--- src/rtl/alu_pkg.sv ---
// rtl/alu_pkg.sv - shared ALU op codes and FSM state encoding
//
// Purpose : op-code localparams shared with the ALU control decoder, the
//           iterative ALU FSM encoding, and a shift-op classifier.
// Ports   : none (package).
package alu_pkg;

  localparam logic [2:0] ALU_SUM = 3'd0;
  localparam logic [2:0] ALU_SLT = 3'd1;
  localparam logic [2:0] ALU_AND = 3'd2;
  localparam logic [2:0] ALU_OR  = 3'd3;
  localparam logic [2:0] ALU_XOR = 3'd4;
  localparam logic [2:0] ALU_SRA = 3'd5;
  localparam logic [2:0] ALU_SLL = 3'd6;
  localparam logic [2:0] ALU_SRL = 3'd7;

  typedef enum logic [1:0] {
    IDLE  = 2'd0,
    SHIFT = 2'd1,
    DONE  = 2'd2
  } state_t;

  function automatic logic is_shift_op(input logic [2:0] op);
    return (op == ALU_SRA) || (op == ALU_SLL) || (op == ALU_SRL);
  endfunction

endpackage

--- src/rtl/alu_shift_iter.sv ---
// rtl/alu_shift_iter.sv - one-bit-per-cycle shifter for the iterative ALU
//
// Purpose : shift register plus shamt counter. Loaded on start, then moves
//           one bit position per clock until the counter reaches zero.
// Ports   : clk, rst_n     clock, async active-low reset
//           start          load a/shamt/direction (only with shamt > 0)
//           op             shift op code (SRA/SLL/SRL) captured at start
//           a              shift source
//           shamt          shift amount
//           next_data      value the register takes at the next edge
//           done           high during the cycle whose edge finishes the shift
module alu_shift_iter
  import alu_pkg::*;
#(
  parameter int XLEN = 32
) (
  input  logic                    clk,
  input  logic                    rst_n,
  input  logic                    start,
  input  logic [2:0]              op,
  input  logic [XLEN-1:0]         a,
  input  logic [$clog2(XLEN)-1:0] shamt,
  output logic [XLEN-1:0]         next_data,
  output logic                    done
);

  localparam int SW = $clog2(XLEN);

  logic [XLEN-1:0] data_q;
  logic [SW-1:0]   count_q;
  logic            left_q;
  logic            fill_q;

  // Fill bit is resolved once at load time: sign bit for SRA, zero otherwise.
  assign next_data = left_q ? {data_q[XLEN-2:0], 1'b0}
                            : {fill_q, data_q[XLEN-1:1]};

  // The counter sits at 0 whenever no shift is in flight, so count == 1
  // marks the final shifting edge.
  assign done = (count_q == SW'(1));

  always_ff @(posedge clk or negedge rst_n) begin
    if (!rst_n) begin
      data_q  <= '0;
      count_q <= '0;
      left_q  <= 1'b0;
      fill_q  <= 1'b0;
    end else if (start) begin
      data_q  <= a;
      count_q <= shamt;
      left_q  <= (op == ALU_SLL);
      fill_q  <= (op == ALU_SRA) && a[XLEN-1];
    end else if (count_q != '0) begin
      data_q  <= next_data;
      count_q <= count_q - SW'(1);
    end
  end

endmodule

--- src/rtl/alu_iterative.sv ---
// rtl/alu_iterative.sv - registered ALU with iterative shifts and valid/ready
//
// Purpose : single-cycle SUM/SLT/AND/OR/XOR, bit-serial SRA/SLL/SRL, result
//           held in DONE until the consumer takes it.
// Ports   : clk, rst_n              clock, async active-low reset
//           in_valid, in_ready     request handshake (in_ready = IDLE)
//           op, sub, cmp_unsigned  operation select and modifiers
//           a, b                   operands (shifts use b[log2(XLEN)-1:0])
//           out_valid, out_ready   result handshake
//           result, zero           registered result and (result == 0)
module alu_iterative
  import alu_pkg::*;
#(
  parameter int XLEN = 32
) (
  input  logic            clk,
  input  logic            rst_n,
  input  logic            in_valid,
  output logic            in_ready,
  input  logic [2:0]      op,
  input  logic            sub,
  input  logic            cmp_unsigned,
  input  logic [XLEN-1:0] a,
  input  logic [XLEN-1:0] b,
  output logic            out_valid,
  input  logic            out_ready,
  output logic [XLEN-1:0] result,
  output logic            zero
);

  localparam int SW = $clog2(XLEN);

  state_t          state;
  logic [SW-1:0]   shamt;
  logic            accept;
  logic            start_shift;
  logic [XLEN-1:0] alu_y;
  logic [XLEN-1:0] b_eff;
  logic            lt;
  logic [XLEN-1:0] sh_next;
  logic            sh_done;

  assign in_ready    = (state == IDLE);
  assign shamt       = b[SW-1:0];
  assign accept      = in_valid && in_ready;
  assign start_shift = accept && is_shift_op(op) && (shamt != '0);

  // Subtract as a + ~b + 1 so one adder serves both directions.
  assign b_eff = sub ? ~b : b;
  assign lt    = cmp_unsigned ? (a < b) : ($signed(a) < $signed(b));

  always_comb begin
    alu_y = a;
    case (op)
      ALU_SUM: alu_y = a + b_eff + {{(XLEN-1){1'b0}}, sub};
      ALU_SLT: alu_y = {{(XLEN-1){1'b0}}, lt};
      ALU_AND: alu_y = a & b;
      ALU_OR:  alu_y = a | b;
      ALU_XOR: alu_y = a ^ b;
      default: alu_y = a;  // shift by zero completes immediately with a
    endcase
  end

  alu_shift_iter #(.XLEN(XLEN)) u_shift (
    .clk       (clk),
    .rst_n     (rst_n),
    .start     (start_shift),
    .op        (op),
    .a         (a),
    .shamt     (shamt),
    .next_data (sh_next),
    .done      (sh_done)
  );

  always_ff @(posedge clk or negedge rst_n) begin
    if (!rst_n) begin
      state     <= IDLE;
      out_valid <= 1'b0;
      result    <= '0;
      zero      <= 1'b1;
    end else begin
      case (state)
        IDLE: begin
          if (accept) begin
            if (start_shift) begin
              state <= SHIFT;
            end else begin
              result    <= alu_y;
              zero      <= (alu_y == '0);
              out_valid <= 1'b1;
              state     <= DONE;
            end
          end
        end
        SHIFT: begin
          if (sh_done) begin
            result    <= sh_next;
            zero      <= (sh_next == '0);
            out_valid <= 1'b1;
            state     <= DONE;
          end
        end
        DONE: begin
          if (out_ready) begin
            out_valid <= 1'b0;
            state     <= IDLE;
          end
        end
        default: state <= IDLE;
      endcase
    end
  end

endmodule

--- config.mk ---
export PLATFORM = sky130hd
export DESIGN_NAME = alu_iterative
export DESIGN_NICKNAME = d
export VERILOG_FILES = /design/src/rtl/alu_pkg.sv /design/src/rtl/alu_shift_iter.sv /design/src/rtl/alu_iterative.sv
export SDC_FILE = /design/constraint.sdc
export NUM_CORES = 1
export LEC_CHECK = 0
export CORE_MARGIN = 5
export CORE_UTILIZATION = 55
export DETAILED_ROUTE_END_ITERATION = 12
export PLACE_DENSITY = 0.79
export SLEW_MARGIN = 10
export SYNTH_ARGS = -nofsm -noshare
export SYNTH_HDL_FRONTEND = slang
export SYNTH_SLANG_ARGS = --single-unit
--- constraint.sdc ---
create_clock -name clk -period 4.2 [get_ports clk]
set_input_delay 0.42 -clock clk [delete_from_list [all_inputs] [get_ports clk]]
set_output_delay 0.42 -clock clk [all_outputs]
set_load 0.005 [all_outputs]
==> flow_summary.yaml <==
timing:
  hold_violations: 0
  slew_viol_final: 0
  tightestPinTransition_ns: 1.000
  hold_slack_ns: 0.1986
  setup_violations: 0
  relSlewSlack_pct: 33.33
  layout_min_cycle_time_ns: 3.865
  rsz0062_at_grt: "false"
  clock_skew_ns: 0.006825
  clock.fmax_mhz: 258.7
  setup_tns_ns: 0
  fin_crit_sh_pct: 92.03
drt:
  drt-initial-drc-count: 1217
  wl_um: 28550
  final_antenna_net_count: 0
  vias_per_cell: 6.126
  wl_per_cell_um: 18.51
  routed-via-count: 9446
  first_pass_iters: 6
  remaining_drc_errors: 0
placed_design:
  place_inst: 1526
  dp_hpwl_um: 22440
  port_buffers: 107
  gp_congestion: 1.027
critical_path:
  crit_slowest_cell: "clkdlybuf4s50_1"
  end_kind: "flip-flop"
  critPathArrivalTime_ns: 4.12
  path_max_fanout: 3
  crit_type: "input pin to flip-flop"
  cp.buffers_inverters: 2
  worstPathCellList: "clkdlybuf4s50_1 > inv_1 > ha_1 > nor4_1 > nand4_1 > a211o_1 > o2111ai_1 > nand3_1 > or4_1 > nor4_1 > and4_1 > nand4_1 > o31ai_2"
  r2r_cells: 11
  slowest_delay_ns: 0.54
  crit_required_ns: 4.45
  critical-path-top-delay-family: "simple AND/OR/NAND/NOR gates"
  worstSetupPathDepth: 13
  critPathLaunchType: "input pin"
global_routing:
  antenna_found_initial: 0
  grt_usage_pct: 28.02
  grt_pass1_vias: 8700
  grt_overflow: 0
  grt_max_degree: 76
  grt_pass1_wl_um: 44530
floorplanning:
  dieArea_um2: 19190
  rows: 47
  die_w_um: 138.5
  fp.coreArea_um2: 16410
  die_height_um: 138.5
  ios: 108
  initial_core_util_pct: 55.38
finish:
  fin_cells: 1542
  antenna_cells: 0
  fillers: 1388
  final_common_cell: "a21oi_1"
  regArea_um2: 1878
  area_delta_synth_final_pct: 19.90
  nets: 1520
  final_cell_mix: "a21oi_1 (139), ha_1 (129), nand2_1 (126), o21ai_0 (118), clkdlybuf4s50_1 (103)"
  drive_gt1_share_pct: 7.640
  multi_input_area_um2: 6591
  finish.utilization_pct: 66.40
synth:
  synth-edff-count: 0
  synth_cell_types: 67
  yosysWarningCount: 0
  synth.net_count: 1413
  yosys.area.top_type: "dfrtp_1"
  ys_ff_latch: 75
  syn-cell-area_um2: 9086
  yosysTopAreaCellShare_pct: 20.38
  syn_inst: 1210
  avgSynthCellArea_um2: 7.509
  synth_ff_type: "dfrtp_1"
  yosysSeqAreaShare_pct: 20.67
  synth_area_leaders: "dfrtp_1 (20%), ha_1 (18%), a21oi_1 (7.7%)"
  async_flop_share_pct: 100.0
cts:
  post_cts_buffers: 0
  hold_buffers: 0
  cts-htree-levels: 3
  cts_sinks: 75
  clk_latency_ns: 0.33
  cts-resized-gates: 0
  clockBufferDepth: 2
  clkSlewWorstSetupHoldPaths_ns: 0.06
  cts_buffers: 9
  cts_tree: "yes"
  cts-root-buf: "clkbuf_16"
hold_path:
  holdCritPathClass: "input pin to async pin"
outcome:
  status: "finished clean"
power:
  ir_drop_uv: 296.9
  leakagePower_uw: 0.005029
  pwr_density_cell_nw_per_um2: 437.7
  p_total_uw: 4769
run:
  maxCapViolations: 0
-- synth_stat cells, drive strengths merged (6+ instances only) --
master   number
clkbuf       63
nand4        18
a21boi        8
xor2         40
o22a          6
o2bb2ai      11
ha          129
nand2       127
nor2b         9
a211oi       12
o21ai       118
mux2i        38
inv          86
a31oi        18
nand2b       11
buf          13
dfrtp        74
xnor2        22
a21o         22
o22ai        29
nor3         10
o221ai        8
nor4         11
nor2         95
a21oi       139
nand3        11
and2          8
-- state kept, by name, summed over array words and instances, names as in the netlist --
register and flops:
result 32, u_shift.data_q 32, u_shift.count_q 5, state 2
out_valid 1, u_shift.fill_q 1, u_shift.left_q 1, zero 1
-- layer usage --
metal / up-vias / share of wire (%) / global-route usage [%]
li1: 4506 / - / -
met1: 4337 / 43 / 39.51
met2: 528 / 44 / 44.17
met3: 75 / 10 / 4.690
met4: 0 / 2.7 / 8.684
met5: - / 0 / 0
-- cell type report --
class                   instances  area share, %
repair buffers                172          14.15
multi-input cells             972          60.50
flip-flops and latches         75          17.24
clock inverters                 4         0.2297
inverters                      87          2.998
clock buffers                  12          2.354
well taps                     220          2.527
-- final timing paths --
kind,from,to,slack (ns)
setup / recovery,b[16],zero,0.33
hold / removal,rst_n,u_shift.count_q[4],0.20
setup reg to reg,state[0],zero,0.82
hold reg to reg,result[7],result[7],0.48
max in group asynchronous,rst_n,result[31],3.39
min in group clk,result[7],result[7],0.48
-- worst register-to-register path, delay by kind of cell, from the launching register on --
family | cells | cell delay, ns
DFF | 1 | 0.56
buffers and inverters | 2 | 0.55
and+or+nand+nor | 8 | 1.97
AOI/OAI and AO/OA | 1 | 0.23
-- logic make-up (layout without fill, tap and decap cells) --
kind of cell             count (synthesis)  in the layout  share of synthesized area (%)
AO/OA/AOI/OAI                          414            414                          27.50
AND/OR/NAND/NOR                        325            325                          16.48
buffers and inverters                  163            275                          6.830
adder cells (fa/ha/maj)                130            130                          17.98
flip-flops                              75             75                          20.67
XOR/XNOR                                62             62                          5.976
multiplexers                            41             41                          4.558
-- power breakdown --
group | switching, uW | internal [uW] | total (uW)
registers | 287 | 1080 | 1360
clock network | 280 | 429 | 709
logic | 1490 | 1200 | 2700
-- per-stage QoR --
stage,worst slack [ns],area [um^2]
3_3_place_gp,0.05650,10610
6_report,0.3346,10890
5_1_grt,0.03186,10890
2_1_floorplan,0.4341,9086
3_5_place_dp,0.01095,10610
4_1_cts,0.3442,10890
Power figures use the tool's default switching activity.
